===== src/rtl/mem_bus_arbiter_if.sv =====
// mem_bus_arbiter_if: fetch port, data port, SRAM bus and stall signals of the memory bus arbiter
interface mem_bus_arbiter_if #(
  parameter int ADDR_WIDTH = 32,
  parameter int DATA_WIDTH = 32
);
  logic                    flush;
  logic                    inst_req;
  logic [ADDR_WIDTH-1:0]   inst_addr;
  logic [DATA_WIDTH-1:0]   inst_rdata;
  logic                    inst_ready;
  logic                    data_req;
  logic                    data_we;
  logic [DATA_WIDTH/8-1:0] data_sel;
  logic [ADDR_WIDTH-1:0]   data_addr;
  logic [DATA_WIDTH-1:0]   data_wdata;
  logic [DATA_WIDTH-1:0]   data_rdata;
  logic                    data_ready;
  logic                    bus_req;
  logic                    bus_we;
  logic [DATA_WIDTH/8-1:0] bus_sel;
  logic [ADDR_WIDTH-1:0]   bus_addr;
  logic [DATA_WIDTH-1:0]   bus_wdata;
  logic [DATA_WIDTH-1:0]   bus_rdata;
  logic                    bus_ack;
  logic                    stall_req_if;
  logic                    stall_req_mem;
  modport slave (
    input  flush, inst_req, inst_addr, data_req, data_we, data_sel, data_addr, data_wdata, bus_rdata, bus_ack,
    output inst_rdata, inst_ready, data_rdata, data_ready, bus_req, bus_we, bus_sel, bus_addr, bus_wdata,
    output stall_req_if, stall_req_mem
  );
  modport master (
    output flush, inst_req, inst_addr, data_req, data_we, data_sel, data_addr, data_wdata, bus_rdata, bus_ack,
    input  inst_rdata, inst_ready, data_rdata, data_ready, bus_req, bus_we, bus_sel, bus_addr, bus_wdata,
    input  stall_req_if, stall_req_mem
  );
endinterface


===== src/rtl/mem_bus_arbiter.sv =====
// mem_bus_arbiter: shares one SRAM bus between instruction fetch and data access with alternating priority
module mem_bus_arbiter (
  input logic              clk,
  input logic              rst,
  mem_bus_arbiter_if.slave mb
);
  typedef enum logic [2:0] {IDLE, INST_WAIT, DATA_WAIT, INST_DROP, RESP} state_t;
  typedef enum logic {G_INST, G_DATA} grant_t;
  state_t state, state_n;
  grant_t last_grant;
  logic   gnt_inst, gnt_data, done_inst, done_data, inst_ready_q, data_ready_q, inst_ready;
  // state register
  always_ff @(posedge clk) state <= rst ? IDLE : state_n;
  // grant decision and next state; a flushed fetch still waits out its bus ack in INST_DROP
  always_comb begin
    gnt_inst  = state == IDLE && mb.inst_req && !mb.flush && (!mb.data_req || last_grant == G_DATA);
    gnt_data  = state == IDLE && mb.data_req && !gnt_inst;
    done_inst = state == INST_WAIT && mb.bus_ack && !mb.flush;
    done_data = state == DATA_WAIT && mb.bus_ack;
    state_n   = state;
    case (state)
      IDLE:      state_n = gnt_inst ? INST_WAIT : gnt_data ? DATA_WAIT : IDLE;
      INST_WAIT: state_n = mb.bus_ack ? (mb.flush ? IDLE : RESP) : (mb.flush ? INST_DROP : INST_WAIT);
      DATA_WAIT: state_n = mb.bus_ack ? RESP : DATA_WAIT;
      INST_DROP: state_n = mb.bus_ack ? IDLE : INST_DROP;
      default:   state_n = IDLE;
    endcase
  end
  // bus launch on grant, bus release on ack, read data capture and ready pulses
  always_ff @(posedge clk) begin
    if (rst) begin
      last_grant    <= G_INST;
      mb.bus_req    <= 1'b0;
      mb.bus_we     <= 1'b0;
      mb.bus_sel    <= '0;
      mb.bus_addr   <= '0;
      mb.bus_wdata  <= '0;
      mb.inst_rdata <= '0;
      mb.data_rdata <= '0;
      inst_ready_q  <= 1'b0;
      data_ready_q  <= 1'b0;
    end else begin
      inst_ready_q <= done_inst;
      data_ready_q <= done_data;
      if (gnt_inst || gnt_data) begin
        last_grant   <= gnt_data ? G_DATA : G_INST;
        mb.bus_req   <= 1'b1;
        mb.bus_we    <= gnt_data && mb.data_we;
        mb.bus_sel   <= gnt_data ? mb.data_sel : '1;
        mb.bus_addr  <= gnt_data ? mb.data_addr : mb.inst_addr;
        mb.bus_wdata <= gnt_data ? mb.data_wdata : '0;
      end else if (mb.bus_ack && (state == INST_WAIT || state == DATA_WAIT || state == INST_DROP))
        mb.bus_req <= 1'b0;
      if (done_inst) mb.inst_rdata <= mb.bus_rdata;
      if (done_data && !mb.bus_we) mb.data_rdata <= mb.bus_rdata;
    end
  end
  assign inst_ready       = inst_ready_q && !mb.flush;
  assign mb.inst_ready    = inst_ready;
  assign mb.data_ready    = data_ready_q;
  assign mb.stall_req_if  = mb.inst_req && !inst_ready;
  assign mb.stall_req_mem = mb.data_req && !data_ready_q;
endmodule


===== src/flat_wrapper.sv =====
// flat-port wrapper written by rule: the top's interface ports become plain ports
module mem_bus_arbiter_flat 
  (clk, rst, mb_flush, mb_inst_req, mb_inst_addr, mb_data_req, mb_data_we, mb_data_sel, mb_data_addr, mb_data_wdata, mb_bus_rdata, mb_bus_ack, mb_inst_rdata, mb_inst_ready, mb_data_rdata, mb_data_ready, mb_bus_req, mb_bus_we, mb_bus_sel, mb_bus_addr, mb_bus_wdata, mb_stall_req_if, mb_stall_req_mem);
  mem_bus_arbiter_if mb_i ();
  input logic clk;
  input logic rst;
  input wire logic [$bits(mb_i.flush)-1:0] mb_flush;
  input wire logic [$bits(mb_i.inst_req)-1:0] mb_inst_req;
  input wire logic [$bits(mb_i.inst_addr)-1:0] mb_inst_addr;
  input wire logic [$bits(mb_i.data_req)-1:0] mb_data_req;
  input wire logic [$bits(mb_i.data_we)-1:0] mb_data_we;
  input wire logic [$bits(mb_i.data_sel)-1:0] mb_data_sel;
  input wire logic [$bits(mb_i.data_addr)-1:0] mb_data_addr;
  input wire logic [$bits(mb_i.data_wdata)-1:0] mb_data_wdata;
  input wire logic [$bits(mb_i.bus_rdata)-1:0] mb_bus_rdata;
  input wire logic [$bits(mb_i.bus_ack)-1:0] mb_bus_ack;
  output wire logic [$bits(mb_i.inst_rdata)-1:0] mb_inst_rdata;
  output wire logic [$bits(mb_i.inst_ready)-1:0] mb_inst_ready;
  output wire logic [$bits(mb_i.data_rdata)-1:0] mb_data_rdata;
  output wire logic [$bits(mb_i.data_ready)-1:0] mb_data_ready;
  output wire logic [$bits(mb_i.bus_req)-1:0] mb_bus_req;
  output wire logic [$bits(mb_i.bus_we)-1:0] mb_bus_we;
  output wire logic [$bits(mb_i.bus_sel)-1:0] mb_bus_sel;
  output wire logic [$bits(mb_i.bus_addr)-1:0] mb_bus_addr;
  output wire logic [$bits(mb_i.bus_wdata)-1:0] mb_bus_wdata;
  output wire logic [$bits(mb_i.stall_req_if)-1:0] mb_stall_req_if;
  output wire logic [$bits(mb_i.stall_req_mem)-1:0] mb_stall_req_mem;
  assign mb_i.flush = mb_flush;
  assign mb_i.inst_req = mb_inst_req;
  assign mb_i.inst_addr = mb_inst_addr;
  assign mb_i.data_req = mb_data_req;
  assign mb_i.data_we = mb_data_we;
  assign mb_i.data_sel = mb_data_sel;
  assign mb_i.data_addr = mb_data_addr;
  assign mb_i.data_wdata = mb_data_wdata;
  assign mb_i.bus_rdata = mb_bus_rdata;
  assign mb_i.bus_ack = mb_bus_ack;
  assign mb_inst_rdata = mb_i.inst_rdata;
  assign mb_inst_ready = mb_i.inst_ready;
  assign mb_data_rdata = mb_i.data_rdata;
  assign mb_data_ready = mb_i.data_ready;
  assign mb_bus_req = mb_i.bus_req;
  assign mb_bus_we = mb_i.bus_we;
  assign mb_bus_sel = mb_i.bus_sel;
  assign mb_bus_addr = mb_i.bus_addr;
  assign mb_bus_wdata = mb_i.bus_wdata;
  assign mb_stall_req_if = mb_i.stall_req_if;
  assign mb_stall_req_mem = mb_i.stall_req_mem;
  mem_bus_arbiter u_core (.clk(clk), .rst(rst), .mb(mb_i));
endmodule

===== config.mk =====
export PLATFORM = sky130hd
export DESIGN_NAME = mem_bus_arbiter_flat
export DESIGN_NICKNAME = d
export VERILOG_FILES = /design/src/rtl/mem_bus_arbiter_if.sv /design/src/rtl/mem_bus_arbiter.sv /design/src/flat_wrapper.sv
export SDC_FILE = /design/constraint.sdc
export NUM_CORES = 1
export LEC_CHECK = 0
export CAP_MARGIN = 10
export CORE_MARGIN = 3
export CORE_UTILIZATION = 39
export DETAILED_ROUTE_END_ITERATION = 10
export PLACE_DENSITY = 0.78
export SLEW_MARGIN = 15
export SYNTH_ARGS = -nofsm -noshare
export SYNTH_HDL_FRONTEND = slang
export SYNTH_SLANG_ARGS = --single-unit

===== constraint.sdc =====
create_clock -name clk -period 2.1 [get_ports clk]
set_input_delay 0.525 -clock clk [delete_from_list [all_inputs] [get_ports clk]]
set_output_delay 0.525 -clock clk [all_outputs]
set_load 0.005 [all_outputs]

Yosys cells after proc, flatten, opt, wreduce, memory -nomap -nowiden
Index checks and enable logic that the tools add are counted.

Add/sub/neg operators: 0. Multiply operators: 0. Divide/modulo/power cells: 0. Magnitude comparators: 0. Equal/unequal tests: 3. Shifts and indexed selects: 0. Mux-type cells: 14. Bitwise logic cells: 0. Reduce and logical (&&, ||, !) cells: 26.

Operators with widths (number): $mux W32 (2); $logic_and A1 B1 Y1 (14); $mux W3 (4); $pmux W3 S4 (1); $eq A3 B2 Y1 const B (2); $logic_not A1 Y1 (6); $mux W2 (3); $logic_or A1 B1 Y1 (4); $mux W4 (1); $eq A3 B1 Y1 const B (1); $logic_not A3 Y1 (1); $mux W1 (3); $reduce_bool A2 Y1 (1).

Register bits after elaboration: 140. Bits in latches: 0. Memory bits (writable): 0. Memory bits (read-only): 0. Bits of input ports: 139. Output and inout bits: 138. Memories kept: 0.

Logic depth before layout (Yosys ltp)
Gate-level depths: netlist of the first run.

Depth after elaboration: 9. Gate-level depth with buffers: 8.

Least setup slack after synthesis of the first run
Ideal clock, no wire load.

Path type: input port to flip-flop. Start: input port mb_flush. End: register u_core.mb.bus_addr[20]. Library setup time: 0.086 ns. Arrival: 1.558 ns. Data required time: 2.014 ns. Slack: 0.457 ns. Stages: 7. Path through: nand2b_1 -> o211a_1 -> buf_4 -> buf_6 -> buf_12 -> mux2i_1 -> a211oi_1.

Word-level cells in the longest chain between the ends: 6.

RTL lines: start: declaration (RTL line flat_wrapper.sv:7) `input wire logic [$bits(mb_i.flush)-1:0] mb_flush;`; $logic_not A1 Y1 * (RTL line mem_bus_arbiter.sv:16) `gnt_inst = state == IDLE && mb.inst_req && !mb.flush && (!mb.data_req || last_grant == G_DATA);`; $logic_and A1 B1 Y1 * (2 in a row) (RTL line mem_bus_arbiter.sv:16); $logic_not A1 Y1 (RTL line mem_bus_arbiter.sv:17) `gnt_data = state == IDLE && mb.data_req && !gnt_inst;`; $logic_and A1 B1 Y1 (RTL line mem_bus_arbiter.sv:17); $mux W32 or $logic_or A1 B1 Y1 (tied branches) (RTL line mem_bus_arbiter.sv:50, mem_bus_arbiter.sv:45); end signal: assignment (RTL line mem_bus_arbiter.sv:50) `mb.bus_addr <= gnt_data ? mb.data_addr : mb.inst_addr;`; end: declaration (RTL line mem_bus_arbiter_if.sv:29) `output inst_rdata, inst_ready, data_rdata, data_ready, bus_req, bus_we, bus_sel, bus_addr, bus_wdata,`.

Every way passes the cells marked *; elsewhere a longest branch is shown, timed or not. A chain may end at the register's enable or synchronous reset.

Worst setup path after layout of the first run
Start: input port mb_flush. End: output port mb_inst_ready.

Word-level cells in the longest chain between the ends: 2.

RTL lines: $logic_not A1 Y1 (RTL line mem_bus_arbiter.sv:58) `assign inst_ready = inst_ready_q && !mb.flush;`; $logic_and A1 B1 Y1 (RTL line mem_bus_arbiter.sv:58); end: declaration (RTL line flat_wrapper.sv:18) `output wire logic [$bits(mb_i.inst_ready)-1:0] mb_inst_ready;`.

No other way between the ends.

==> impl_results.html, run 1 <==
<table>
<tr><th>Metric</th><th>Value</th></tr>
<tr><th colspan="2">Logic synthesis</th></tr>
<tr><td>Ranking of synthesized cells by instance count</td><td>140 x dfxtp_1, 130 x nand2_1, 74 x nor2_1, 67 x a21oi_1, 37 x clkbuf_1</td></tr>
<tr><td>Most repeated cell in the gate-level netlist after synthesis</td><td>dfxtp_1</td></tr>
<tr><td>Main flop type after synthesis</td><td>dfxtp_1</td></tr>
<tr><td>Instance count of the mapped netlist</td><td>about 590</td></tr>
<tr><td>Post-synthesis area per instance</td><td>8.773 um^2</td></tr>
<tr><td>Post-Synthesis Net Count</td><td>725</td></tr>
<tr><td>Share of the synthesized area in the top cell type</td><td>0.5451</td></tr>
<tr><td>Yosys cell types</td><td>29</td></tr>
<tr><td>Total of flip-flops plus latches after synthesis</td><td>140</td></tr>
<tr><td>Share of the yosys chip area belonging to registers</td><td>0.5451</td></tr>
<tr><td>Post-synth design cell area</td><td>a little over 5000 um^2</td></tr>
<tr><td>Number of warning messages in the yosys log</td><td>0</td></tr>
<tr><td>Number of enable flip-flop cells after synthesis</td><td>0</td></tr>
<tr><td>Cell types occupying the most area after synthesis</td><td>dfxtp_1 55%, nand2_1 9.5%, a21oi_1 6.5%</td></tr>
<tr><td>Fraction of registers with async set/reset</td><td>0</td></tr>
<tr><td>Cell taking the most area after synthesis</td><td>dfxtp_1</td></tr>
<tr><th colspan="2">Clock network</th></tr>
<tr><td>Max clock buf depth</td><td>2</td></tr>
<tr><td>Setup Buffers After CTS</td><td>0</td></tr>
<tr><td>Number of hold buffers added after cts</td><td>0</td></tr>
<tr><td>Clock latency at the later pin of the worst-skew pair</td><td>just over 0.4 ns</td></tr>
<tr><td>CTS tree</td><td>yes</td></tr>
<tr><td>Clock buffer count from CTS</td><td>17</td></tr>
<tr><td>Clk sinks</td><td>140</td></tr>
<tr><td>Number of levels the H-tree was split into</td><td>4</td></tr>
<tr><td>CTS clock-pin slew for the worst setup and hold paths</td><td>0.06 ns</td></tr>
<tr><td>Clock root buffer master</td><td>clkbuf_16</td></tr>
<tr><th colspan="2">Placement</th></tr>
<tr><td>Final RePlAce weighted congestion</td><td>just under 0.8</td></tr>
<tr><td>Placed wire-length estimate</td><td>12.41 mm</td></tr>
<tr><td>PortBufs</td><td>between 200 and 300</td></tr>
<tr><td>Post-placement setup slack</td><td>-0.1413 ns</td></tr>
<tr><th colspan="2">Routing</th></tr>
<tr><td>Number of iterations in the first detailed-routing pass</td><td>5</td></tr>
<tr><td>Met3 WL</td><td>roughly 1.6 mm</td></tr>
<tr><td>Routed wirelength normalized by instance count</td><td>15.75 um</td></tr>
<tr><td>DR vias/cell</td><td>approximately 5</td></tr>
<tr><td>Number of routed nets with antenna violations</td><td>0</td></tr>
<tr><td>Iteration-0 DRC Markers</td><td>322</td></tr>
<tr><td>Met1 WL</td><td>5.795 mm</td></tr>
<tr><td>Top metal layer carrying routed signals</td><td>met4</td></tr>
<tr><td>Count of unresolved DRC violations after routing</td><td>0</td></tr>
<tr><td>Amount of wire on met2 after detailed routing</td><td>8.319 mm</td></tr>
<tr><td>Overall routed net length</td><td>16.40 mm</td></tr>
<tr><td>Detailed-route via count</td><td>between 5,000 and 6,000</td></tr>
<tr><th colspan="2">STA</th></tr>
<tr><td>Fin Hold WS</td><td>between 0.3 and 0.4 ns</td></tr>
<tr><td>Final Hold Fails</td><td>0</td></tr>
<tr><td>Final setup TNS</td><td>0 ns</td></tr>
<tr><td>Setup violations, final</td><td>0</td></tr>
<tr><td>Worst slew margin relative to its limit</td><td>0.7548</td></tr>
<tr><td>Setup skew after layout</td><td>0.008404 ns</td></tr>
<tr><td>Highest Clock Rate</td><td>505.2 MHz</td></tr>
<tr><td>Period utilization</td><td>0.9425</td></tr>
<tr><td>Min cycle time layout</td><td>1.979 ns</td></tr>
<tr><td>Transition time at the pin with the least slew margin</td><td>about 0.37 ns</td></tr>
<tr><td>Fin worst setup slack</td><td>0.1207 ns</td></tr>
<tr><td>RSZ-0062 raised after global routing</td><td>no</td></tr>
<tr><td>Pins Over Slew Limit</td><td>0</td></tr>
<tr><th colspan="2">Global route</th></tr>
<tr><td>Overflow left after global routing</td><td>0</td></tr>
<tr><td>Antenna violations before repair</td><td>0</td></tr>
<tr><td>Total global routing track utilization</td><td>0.2239</td></tr>
<tr><td>Maximum number of pins on one net before global-route repair</td><td>58</td></tr>
<tr><td>First-pass GRT wire length</td><td>25.88 mm</td></tr>
<tr><td>Number of global-route vias before repair</td><td>around 5,200</td></tr>
<tr><th colspan="2">Power</th></tr>
<tr><td>Net switching fraction of the power</td><td>0.2318</td></tr>
<tr><td>P_leak</td><td>roughly 0.0032 uW</td></tr>
<tr><td>Internal portion of total power</td><td>between 5000 and 6000 uW</td></tr>
<tr><td>Part of the total power dissipated in sequential elements</td><td>0.389</td></tr>
<tr><td>Power density over the cells</td><td>851.6 nW/um^2</td></tr>
<tr><td>NetSw</td><td>about 1800 uW</td></tr>
<tr><td>Worst vdd ir</td><td>0.0005108 V</td></tr>
<tr><td>Clock Power Share</td><td>0.433</td></tr>
<tr><td>Combinational group share of total power</td><td>0.178</td></tr>
<tr><th colspan="2">Floorplan</th></tr>
<tr><td>Starting density of the core</td><td>0.4025</td></tr>
<tr><td>Number of I/O pins</td><td>~280</td></tr>
<tr><td>Overall die area</td><td>between 10,000 and 15,000 um^2</td></tr>
<tr><td>Number of standard-cell rows in the floorplan</td><td>41</td></tr>
<tr><td>Die Y-Extent</td><td>about 120 um</td></tr>
<tr><td>DIE WIDTH</td><td>120.8 um</td></tr>
<tr><td>Std-Cell Core Area</td><td>12,770 um^2</td></tr>
<tr><th colspan="2">Run status</th></tr>
<tr><td>Result of the run</td><td>completed</td></tr>
<tr><th colspan="2">Critical path</th></tr>
<tr><td>Critical setup path kind</td><td>primary input to output port</td></tr>
<tr><td>Maximum fanout count along the critical path</td><td>3</td></tr>
<tr><td>Required time of the critical path</td><td>1.57 ns</td></tr>
<tr><td>Arrival time of the worst setup path</td><td>1.45 ns</td></tr>
<tr><td>Worst setup EP type</td><td>output port</td></tr>
<tr><td>Type of origin of the critical path</td><td>primary input</td></tr>
<tr><th colspan="2">Cells and area</th></tr>
<tr><td>Nets</td><td>995</td></tr>
<tr><td>Number of filler instances in the final layout</td><td>959</td></tr>
<tr><td>Diodes inserted</td><td>0</td></tr>
<tr><td>Multi-input gate area</td><td>2131 um^2</td></tr>
<tr><td>FF/Latch Area</td><td>2803 um^2</td></tr>
<tr><td>Fraction of final layout cells with drive strength greater than 1</td><td>0.07020</td></tr>
<tr><td>Signed area change from the synthesized netlist to the final layout</td><td>72.47%</td></tr>
<tr><th colspan="2">Flow run</th></tr>
<tr><td>Count of maximum capacitance violations</td><td>0</td></tr>
<tr><th colspan="2">Min path</th></tr>
<tr><td>Path type of the worst min-delay path</td><td>primary input to register</td></tr>
</table>
flip-flops by register name, indices dropped and copies added, names as in the netlist:
| register | flops |
|---|---|
| u_core.inst_ready_q | 1 |
| u_core.mb.bus_addr | 32 |
| u_core.state | 3 |
| u_core.mb.data_ready | 1 |
| u_core.mb.bus_wdata | 32 |
| u_core.mb.bus_sel | 4 |
| u_core.mb.bus_we | 1 |
| u_core.mb.bus_req | 1 |
| u_core.last_grant | 1 |
| u_core.mb.data_rdata | 32 |
| u_core.mb.inst_rdata | 32 |
layer usage:
layer | vias to the layer above | GRT usage
met3 | 39 | 0.09121
met2 | 231 | 0.3881
met5 | - | 0
li1 | 2539 | -
met4 | 0 | 0.1154
met1 | 2395 | 0.2321
cell type report:
cell class	count	share of cell area
Tap cell	172	0.02427
Multi-Input combinational cell	395	0.2403
Inverter	2	0.0008466
Clock buffer	21	0.05193
Clock inverter	11	0.02131
Sequential cell	140	0.3161
Timing Repair Buffer	300	0.3453
power groups by stage:
stage          Clock (uW)  Sequential [uW]  Combinational [uW]
2_1_floorplan           0             3000                 516
3_3_place_gp            0             2990                1320
3_5_place_dp            0             3000                1350
4_1_cts              3340             2940                1360
5_1_grt              3460             2960                1460
6_report             3270             2940                1340
through the flow:
step	total power, uW	cells	area [um^2]	util
after floorplan	3516	586	5141	-
final	7551	1041	8867	0.6942
after global routing	7879	1041	8867	0.6942
after detailed placement	4351	1009	8222	0.6436
after CTS	7643	1041	8867	0.6942
after global placement	4312	1009	8222	0.6436
logic make-up after synthesis:
| group | Yosys count | synth area share |
|---|---|---|
| DFF | 140 | 0.5451 |
| muxes | 32 | 0.06230 |
| buffers and inverters | 51 | 0.04551 |
| and+or+nand+nor | 219 | 0.1704 |
| AOI/OAI and AO/OA | 144 | 0.1767 |
placed cells by master (no fill, tap or decap), types with 2 or more instances in the layout:
| cell type | netlist | layout |
|---|---|---|
| a211oi_1 | 33 | 33 |
| a21oi_1 | 67 | 67 |
| a22oi_1 | 33 | 33 |
| buf_12 | 1 | 10 |
| buf_4 | 3 | 15 |
| bufinv_16 | 0 | 5 |
| clkbuf_1 | 37 | 2 |
| clkbuf_16 | 0 | 17 |
| clkbuf_8 | 0 | 2 |
| clkdlybuf4s50_1 | 0 | 272 |
| clkinv_2 | 0 | 3 |
| clkinvlp_4 | 0 | 2 |
| dfxtp_1 | 140 | 140 |
| dlygate4sd2_1 | 0 | 3 |
| inv_1 | 2 | 2 |
| mux2i_1 | 32 | 32 |
| nand2_1 | 130 | 130 |
| nand2b_1 | 3 | 3 |
| nor2_1 | 74 | 74 |
| nor2b_1 | 4 | 4 |
| nor3_1 | 4 | 3 |
| o22ai_1 | 4 | 4 |
critical path, stage by stage:
cell and delay, ns:
dlygate4sd2_1 0.26, nor2b_1 0.15, clkdlybuf4s50_1 0.52
what timing repair did:
item                                    4_1_cts  5_1_grt
resized for setup                             3        0
endpoints found under the hold margin         0        0
endpoints found under the setup margin        3        0
worst paths after layout:
check | from | endpoint | slack (ns) | depth (start not counted)
worst max-delay path | mb_flush | mb_inst_ready | 0.12 | 3
worst min-delay path | rst | u_core.mb.bus_wdata[4]$_SDFFE_PP0P_ | 0.38 | 2
worst max register to register | u_core.state[0]$_SDFF_PP0_ | u_core.mb.bus_addr[14]$_SDFFE_PP0P_ | 0.46 | 5
worst min register to register | u_core.mb.inst_rdata[29]$_SDFFE_PP0P_ | u_core.mb.inst_rdata[29]$_SDFFE_PP0P_ | 0.45 | 2
Power figures use the tool's default switching activity.
==> run 2, diff against run 1 <==
--- a/config.mk
+++ b/config.mk
@@ -10,6 +10,7 @@
 export CORE_UTILIZATION = 39
 export DETAILED_ROUTE_END_ITERATION = 10
 export PLACE_DENSITY = 0.78
+export SKIP_CTS_REPAIR_TIMING = 1
 export SLEW_MARGIN = 15
 export SYNTH_ARGS = -nofsm -noshare
 export SYNTH_HDL_FRONTEND = slang
==> run 2 against run 1 <==
Worst setup slack improved by 0.076 ns. Sequential power hardly changed. Critical path depth decreased by 2. Fmax is 4.0% higher. Via count up 0.71%. Non-clock buffer count is the same. Power barely moved. Register-to-register slack barely moved. Clock skew is essentially flat. Combinational power about the same. Critical endpoint is now mb_bus_we. Largest cell class unchanged. Largest power group unchanged. Highest routed layer unchanged.
==> impl_results.html, run 2 (same netlist as run 1, synthesis figures left out) <==
<table>
<tr><th>Metric</th><th>Value</th></tr>
<tr><th colspan="2">Routing</th></tr>
<tr><td>DR vias/cell</td><td>a little over 5</td></tr>
<tr><td>Overall routed net length</td><td>16.43 mm</td></tr>
<tr><td>Count of unresolved DRC violations after routing</td><td>0</td></tr>
<tr><td>Iteration-0 DRC Markers</td><td>between 300 and 400</td></tr>
<tr><td>Detailed-route via count</td><td>5,241</td></tr>
<tr><td>Routed wirelength normalized by instance count</td><td>15.78 um</td></tr>
<tr><td>Number of routed nets with antenna violations</td><td>0</td></tr>
<tr><td>Number of iterations in the first detailed-routing pass</td><td>5</td></tr>
<tr><th colspan="2">Floorplan</th></tr>
<tr><td>Number of standard-cell rows in the floorplan</td><td>41</td></tr>
<tr><td>DIE WIDTH</td><td>120.8 um</td></tr>
<tr><td>Die Y-Extent</td><td>120.8 um</td></tr>
<tr><td>Overall die area</td><td>14,600 um^2</td></tr>
<tr><td>Std-Cell Core Area</td><td>12,770 um^2</td></tr>
<tr><td>Starting density of the core</td><td>0.4025</td></tr>
<tr><td>Number of I/O pins</td><td>~280</td></tr>
<tr><th colspan="2">Power</th></tr>
<tr><td>P_leak</td><td>about 0.0033 uW</td></tr>
<tr><td>Worst vdd ir</td><td>0.0005100 V</td></tr>
<tr><td>Power density over the cells</td><td>~850 nW/um^2</td></tr>
<tr><th colspan="2">STA</th></tr>
<tr><td>Final setup TNS</td><td>0 ns</td></tr>
<tr><td>Transition time at the pin with the least slew margin</td><td>around 0.37 ns</td></tr>
<tr><td>Setup skew after layout</td><td>0.008576 ns</td></tr>
<tr><td>RSZ-0062 raised after global routing</td><td>no</td></tr>
<tr><td>Period utilization</td><td>0.9064</td></tr>
<tr><td>Pins Over Slew Limit</td><td>0</td></tr>
<tr><td>Highest Clock Rate</td><td>525.4 MHz</td></tr>
<tr><td>Fin worst setup slack</td><td>0.1965 ns</td></tr>
<tr><td>Worst slew margin relative to its limit</td><td>0.7539</td></tr>
<tr><td>Setup violations, final</td><td>0</td></tr>
<tr><td>Min cycle time layout</td><td>about 1.9 ns</td></tr>
<tr><td>Final Hold Fails</td><td>0</td></tr>
<tr><td>Fin Hold WS</td><td>0.3770 ns</td></tr>
<tr><th colspan="2">Cells and area</th></tr>
<tr><td>Diodes inserted</td><td>0</td></tr>
<tr><td>Post-Layout Cell Count</td><td>1,041</td></tr>
<tr><td>Signed area change from the synthesized netlist to the final layout</td><td>72.74%</td></tr>
<tr><td>Nets</td><td>995</td></tr>
<tr><td>Most frequent standard cell in the layout excluding fill and tap cells</td><td>clkdlybuf4s50_1</td></tr>
<tr><td>Post-layout instance area</td><td>8881 um^2</td></tr>
<tr><td>Number of filler instances in the final layout</td><td>954</td></tr>
<tr><td>Fraction of final layout cells with drive strength greater than 1</td><td>0.07135</td></tr>
<tr><td>Commonest non-fill, non-tap cells in the layout</td><td>272 x clkdlybuf4s50_1, 140 x dfxtp_1, 130 x nand2_1, 74 x nor2_1, 67 x a21oi_1</td></tr>
<tr><th colspan="2">Global route</th></tr>
<tr><td>Number of global-route vias before repair</td><td>5,227</td></tr>
<tr><td>Overflow left after global routing</td><td>0</td></tr>
<tr><td>Total global routing track utilization</td><td>0.2239</td></tr>
<tr><td>First-pass GRT wire length</td><td>25.88 mm</td></tr>
<tr><td>Maximum number of pins on one net before global-route repair</td><td>58</td></tr>
<tr><td>Antenna violations before repair</td><td>0</td></tr>
<tr><th colspan="2">Placement</th></tr>
<tr><td>Post-placement setup slack</td><td>-0.1413 ns</td></tr>
<tr><td>Area after detailed placement</td><td>8222 um^2</td></tr>
<tr><td>Final RePlAce weighted congestion</td><td>0.7725</td></tr>
<tr><td>Total placed cells including tap cells</td><td>1,009</td></tr>
<tr><td>PortBufs</td><td>276</td></tr>
<tr><td>Placed wire-length estimate</td><td>approximately 12 mm</td></tr>
<tr><th colspan="2">Critical path</th></tr>
<tr><td>Type of origin of the critical path</td><td>register</td></tr>
<tr><td>Cells traversed along the worst timing path</td><td>clkdlybuf4s50_1</td></tr>
<tr><td>Required time of the critical path</td><td>1.57 ns</td></tr>
<tr><td>Reg-to-Reg End</td><td>u_core.mb.bus_addr[14]$_SDFFE_PP0P_</td></tr>
<tr><td>Critical Path Max Stage Delay</td><td>approximately 0.56 ns</td></tr>
<tr><td>Worst setup EP type</td><td>output port</td></tr>
<tr><td>Critical setup path kind</td><td>register to output port</td></tr>
<tr><td>Register-to-Register Setup Slack</td><td>between 0.4 and 0.5 ns</td></tr>
<tr><td>Delay-heaviest family, CP</td><td>buffers and inverters</td></tr>
<tr><td>Worst Reg-to-Reg Cells</td><td>5</td></tr>
<tr><td>Maximum fanout count along the critical path</td><td>4</td></tr>
<tr><td>Crit path max-delay cell type</td><td>clkdlybuf4s50_1</td></tr>
<tr><td>Number of buffer and inverter stages on the critical path</td><td>1</td></tr>
<tr><td>RR Startpoint</td><td>u_core.state[0]$_SDFF_PP0_</td></tr>
<tr><td>Arrival time of the worst setup path</td><td>~1.4 ns</td></tr>
<tr><th colspan="2">Clock network</th></tr>
<tr><td>Clk sinks</td><td>140</td></tr>
<tr><td>Clock latency at the later pin of the worst-skew pair</td><td>0.41 ns</td></tr>
<tr><td>Clock buffer count from CTS</td><td>17</td></tr>
<tr><td>Clock root buffer master</td><td>clkbuf_16</td></tr>
<tr><td>Number of levels the H-tree was split into</td><td>4</td></tr>
<tr><td>Max clock buf depth</td><td>2</td></tr>
<tr><td>CTS clock-pin slew for the worst setup and hold paths</td><td>0.06 ns</td></tr>
<tr><td>CTS tree</td><td>yes</td></tr>
<tr><th colspan="2">Min path</th></tr>
<tr><td>Count of cells along the worst hold path</td><td>2</td></tr>
<tr><td>Hold endpoint</td><td>u_core.mb.bus_wdata[4]$_SDFFE_PP0P_</td></tr>
<tr><td>Hold Startpoint</td><td>rst</td></tr>
<tr><td>Path type of the worst min-delay path</td><td>primary input to register</td></tr>
<tr><th colspan="2">Run status</th></tr>
<tr><td>Result of the run</td><td>completed</td></tr>
<tr><th colspan="2">Flow run</th></tr>
<tr><td>Count of maximum capacitance violations</td><td>0</td></tr>
</table>
## run 2: where the power goes
| group | internal, uW | switching (uW) |
|---|---|---|
| logic | 795 | 548 |
| clock network | 2170 | 1100 |
| registers | 2840 | 102 |
## run 2: through the flow
| stage | util | total power, uW |
|---|---|---|
| after detailed placement | 0.6436 | 4351 |
| after CTS | 0.6945 | 7646 |
| after global routing | 0.6953 | 7881 |
| after global placement | 0.6436 | 4312 |
| after floorplan | - | 3516 |
| final | 0.6953 | 7556 |
## run 2: cell type report
class                   instances  area [um^2]  share of cell area
inverters                       2        7.507           0.0008453
clock inverters                11        188.9             0.02127
multi-input cells             395         2133              0.2402
clock buffers                  21        460.4             0.05185
flip-flops and latches        140         2803              0.3156
well taps                     172        215.2             0.02423
repair buffers                300         3073              0.3460
## run 2: layer usage
| layer | routed length, um | global-route usage |
|---|---|---|
| met5 | 0 | 0 |
| met4 | 672 | 0.1154 |
| met3 | 1536 | 0.09121 |
| met2 | 8275 | 0.3881 |
| met1 | 5943 | 0.2321 |
## run 2: how the worst max path moves through the flow
stage          cells past startpoint                           from  slack [ns]                             endpoint
3_3_place_gp                       4                       mb_flush       -0.14                      mb_stall_req_if
4_1_cts                            4                       mb_flush       -0.15                      mb_stall_req_if
3_5_place_dp                       8                       mb_flush       -0.14  u_core.mb.bus_wdata[3]$_SDFFE_PP0P_
6_report                           1  u_core.mb.bus_we$_SDFFE_PP0P_        0.20                            mb_bus_we
5_1_grt                            1  u_core.mb.bus_we$_SDFFE_PP0P_        0.11                            mb_bus_we
2_1_floorplan                      7                       mb_flush        0.46  u_core.mb.bus_addr[20]$_SDFFE_PP0P_
==> run 3, diff against run 2 <==
--- a/config.mk
+++ b/config.mk
@@ -9,6 +9,7 @@
 export CORE_MARGIN = 3
 export CORE_UTILIZATION = 39
 export DETAILED_ROUTE_END_ITERATION = 10
+export GPL_TIMING_DRIVEN = 0
 export PLACE_DENSITY = 0.78
 export SKIP_CTS_REPAIR_TIMING = 1
 export SLEW_MARGIN = 15
==> run 3 against run 2 <==
The flow now finishes with violations (negative setup slack). Clock skew shrank 0.0019 ns. Clock power is 6.4% lower. Non-clock buffer count is 23 higher. Worst hold slack better by 0.075 ns. Critical path depth is 2 higher. Count of clock-buffer cells in the layout is 5 higher.
==> impl_results.html, run 3 (same netlist as run 1, synthesis figures left out) <==
<table>
<tr><th>Metric</th><th>Value</th></tr>
<tr><th colspan="2">Global route</th></tr>
<tr><td>Maximum number of pins on one net before global-route repair</td><td>17</td></tr>
<tr><td>Number of global-route vias before repair</td><td>5,314</td></tr>
<tr><td>Total global routing track utilization</td><td>0.2339</td></tr>
<tr><td>First-pass GRT wire length</td><td>26.59 mm</td></tr>
<tr><td>Antenna violations before repair</td><td>0</td></tr>
<tr><td>Overflow left after global routing</td><td>0</td></tr>
<tr><th colspan="2">Critical path</th></tr>
<tr><td>Reg-to-Reg End</td><td>u_core.mb.bus_addr[25]$_SDFFE_PP0P_</td></tr>
<tr><td>Type of origin of the critical path</td><td>primary input</td></tr>
<tr><td>Depth of the critical timing path with buffers and inverters included</td><td>3</td></tr>
<tr><td>Number of buffer and inverter stages on the critical path</td><td>2</td></tr>
<tr><td>Crit path max-delay cell type</td><td>clkdlybuf4s50_1</td></tr>
<tr><td>Critical setup path kind</td><td>primary input to output port</td></tr>
<tr><td>Worst setup EP type</td><td>output port</td></tr>
<tr><td>Arrival time of the worst setup path</td><td>1.73 ns</td></tr>
<tr><td>Critical path destination</td><td>mb_stall_req_if</td></tr>
<tr><td>Maximum fanout count along the critical path</td><td>3</td></tr>
<tr><td>Worst Setup SP</td><td>mb_inst_req</td></tr>
<tr><td>Register-to-Register Setup Slack</td><td>0.24 ns</td></tr>
<tr><td>Delay-heaviest family, CP</td><td>buffers and inverters</td></tr>
<tr><td>Required time of the critical path</td><td>approximately 1.6 ns</td></tr>
<tr><td>RR Startpoint</td><td>u_core.state[0]$_SDFF_PP0_</td></tr>
<tr><td>Cells traversed along the worst timing path</td><td>clkdlybuf4s50_1 -&gt; nor2b_1 -&gt; clkdlybuf4s50_1</td></tr>
<tr><td>Critical Path Max Stage Delay</td><td>0.54 ns</td></tr>
<tr><td>Most repeated library cell on the critical path</td><td>clkdlybuf4s50_1</td></tr>
<tr><td>Worst Reg-to-Reg Cells</td><td>8</td></tr>
<tr><th colspan="2">STA</th></tr>
<tr><td>Setup skew after layout</td><td>about 0.0067 ns</td></tr>
<tr><td>Pins Over Slew Limit</td><td>0</td></tr>
<tr><td>Setup violations, final</td><td>1</td></tr>
<tr><td>Fin worst setup slack</td><td>-0.1540 ns</td></tr>
<tr><td>Period utilization</td><td>1.073</td></tr>
<tr><td>Final Hold Fails</td><td>0</td></tr>
<tr><td>Final setup TNS</td><td>-0.1540 ns</td></tr>
<tr><td>Highest Clock Rate</td><td>443.7 MHz</td></tr>
<tr><td>Min cycle time layout</td><td>about 2.3 ns</td></tr>
<tr><td>RSZ-0062 raised after global routing</td><td>yes</td></tr>
<tr><td>Transition time at the pin with the least slew margin</td><td>0.6074 ns</td></tr>
<tr><td>Worst slew margin relative to its limit</td><td>0.5951</td></tr>
<tr><th colspan="2">Routing</th></tr>
<tr><td>Overall routed net length</td><td>17.38 mm</td></tr>
<tr><td>Number of iterations in the first detailed-routing pass</td><td>6</td></tr>
<tr><td>DR vias/cell</td><td>5.029</td></tr>
<tr><td>Count of unresolved DRC violations after routing</td><td>0</td></tr>
<tr><td>Detailed-route via count</td><td>about 5,400</td></tr>
<tr><td>Iteration-0 DRC Markers</td><td>around 340</td></tr>
<tr><td>Routed wirelength normalized by instance count</td><td>between 15 and 20 um</td></tr>
<tr><td>Number of routed nets with antenna violations</td><td>0</td></tr>
<tr><th colspan="2">Cells and area</th></tr>
<tr><td>Commonest non-fill, non-tap cells in the layout</td><td>273 x clkdlybuf4s50_1, 140 x dfxtp_1, 130 x nand2_1, 74 x nor2_1, 67 x a21oi_1</td></tr>
<tr><td>Most frequent standard cell in the layout excluding fill and tap cells</td><td>clkdlybuf4s50_1</td></tr>
<tr><td>Nets</td><td>between 1,000 and 1,500</td></tr>
<tr><td>Fraction of final layout cells with drive strength greater than 1</td><td>0.05381</td></tr>
<tr><td>Post-layout instance area</td><td>between 8000 and 9000 um^2</td></tr>
<tr><td>Diodes inserted</td><td>0</td></tr>
<tr><td>Signed area change from the synthesized netlist to the final layout</td><td>69.70%</td></tr>
<tr><td>Post-Layout Cell Count</td><td>1,064</td></tr>
<tr><th colspan="2">Clock network</th></tr>
<tr><td>Clock buffer count from CTS</td><td>17</td></tr>
<tr><td>Max clock buf depth</td><td>2</td></tr>
<tr><td>Clock latency at the later pin of the worst-skew pair</td><td>0.41 ns</td></tr>
<tr><td>Number of levels the H-tree was split into</td><td>4</td></tr>
<tr><td>CTS tree</td><td>yes</td></tr>
<tr><td>Clock root buffer master</td><td>clkbuf_16</td></tr>
<tr><td>Clk sinks</td><td>140</td></tr>
<tr><td>CTS clock-pin slew for the worst setup and hold paths</td><td>about 0.06 ns</td></tr>
<tr><th colspan="2">Run status</th></tr>
<tr><td>Result of the run</td><td>complete, but fails checks</td></tr>
<tr><td>Failing checks</td><td>negative setup slack</td></tr>
<tr><th colspan="2">Floorplan</th></tr>
<tr><td>DIE WIDTH</td><td>120.8 um</td></tr>
<tr><td>Number of standard-cell rows in the floorplan</td><td>41</td></tr>
<tr><td>Std-Cell Core Area</td><td>around 13,000 um^2</td></tr>
<tr><td>Die Y-Extent</td><td>120.8 um</td></tr>
<tr><td>Number of I/O pins</td><td>277</td></tr>
<tr><td>Overall die area</td><td>14,600 um^2</td></tr>
<tr><td>Starting density of the core</td><td>0.4025</td></tr>
<tr><th colspan="2">Placement</th></tr>
<tr><td>Area after detailed placement</td><td>8099 um^2</td></tr>
<tr><td>Total placed cells including tap cells</td><td>~1,000</td></tr>
<tr><td>PortBufs</td><td>274</td></tr>
<tr><td>Final RePlAce weighted congestion</td><td>0.8115</td></tr>
<tr><td>Placed wire-length estimate</td><td>13.42 mm</td></tr>
<tr><td>Post-placement setup slack</td><td>-0.4833 ns</td></tr>
<tr><th colspan="2">Power</th></tr>
<tr><td>P_leak</td><td>0.003188 uW</td></tr>
<tr><td>Power density over the cells</td><td>838.0 nW/um^2</td></tr>
<tr><td>Worst vdd ir</td><td>0.0005216 V</td></tr>
<tr><td>Total Power Consumption</td><td>7311 uW</td></tr>
<tr><th colspan="2">Flow run</th></tr>
<tr><td>Count of maximum capacitance violations</td><td>0</td></tr>
<tr><th colspan="2">Min path</th></tr>
<tr><td>Path type of the worst min-delay path</td><td>register to register</td></tr>
</table>
[run 3: changes by cell type in the layout (fill, tap and decap cells not counted), sizes merged]
cell | before | now
clkbuf | 21 | 64
buf | 25 | 11
clkdlybuf4s50 | 272 | 273
inv | 3 | 2
clkinvlp | 2 | 1
bufinv | 5 | 3
clkinv | 3 | 2
dlymetal6s2s | 3 | 1
[run 3: how the worst min path moves through the flow]
stage	startpoint	endpoint	slack [ns]	cells past startpoint
global route	u_core.mb.inst_rdata[8]$_SDFFE_PP0P_	u_core.mb.inst_rdata[8]$_SDFFE_PP0P_	0.47	2
CTS	u_core.mb.inst_rdata[27]$_SDFFE_PP0P_	u_core.mb.inst_rdata[27]$_SDFFE_PP0P_	0.45	2
global placement	u_core.mb.inst_rdata[0]$_SDFFE_PP0P_	u_core.mb.inst_rdata[0]$_SDFFE_PP0P_	0.44	2
detailed placement	u_core.mb.inst_rdata[27]$_SDFFE_PP0P_	u_core.mb.inst_rdata[27]$_SDFFE_PP0P_	0.45	2
finish	u_core.mb.data_rdata[2]$_SDFFE_PP0P_	u_core.mb.data_rdata[2]$_SDFFE_PP0P_	0.45	2
floorplan	u_core.mb.data_rdata[0]$_SDFFE_PP0P_	u_core.mb.data_rdata[0]$_SDFFE_PP0P_	0.45	2
[run 3: per-stage QoR]
stage / utilization / hold WS (ns)
final: 0.6830 / 0.4524
after global routing: 0.6830 / 0.4730
after CTS: 0.6816 / 0.4539
after detailed placement: 0.6340 / 0.4465
after global placement: 0.6340 / 0.4413
after floorplan: - / 0.4527
[run 3: layer usage]
metal	vias to the layer above	wire [um]	share of wire	GRT usage
met3	30	1514	0.087	0.08232
li1	2584	-	-	-
met2	235	8849	0.51	0.4181
met4	0	359	0.021	0.08640
met1	2502	6650	0.38	0.2541
met5	-	0	0	0
[run 3: layout make-up]
cell class | instances | area, um^2
multi-input combinational | 395 | 2113
clock inverter | 6 | 107.6
clock buffer | 26 | 499.2
tap | 172 | 215.2
fill | 987 | 4049
timing repair buffer | 274 | 2745
inverter | 2 | 7.507
buffer | 49 | 234.0
sequential | 140 | 2803
[run 3: tightest hold or removal path: stages (launching register included)]
cell,delay [ns]
dfxtp_1,0.30
nand2_1,0.05
a21oi_1,0.05
[run 3: power by group]
group	switching (uW)	internal [uW]	leakage (uW)
registers	105	2840	0.00114
clock network	1060	1990	0.000295
logic	563	748	0.00175
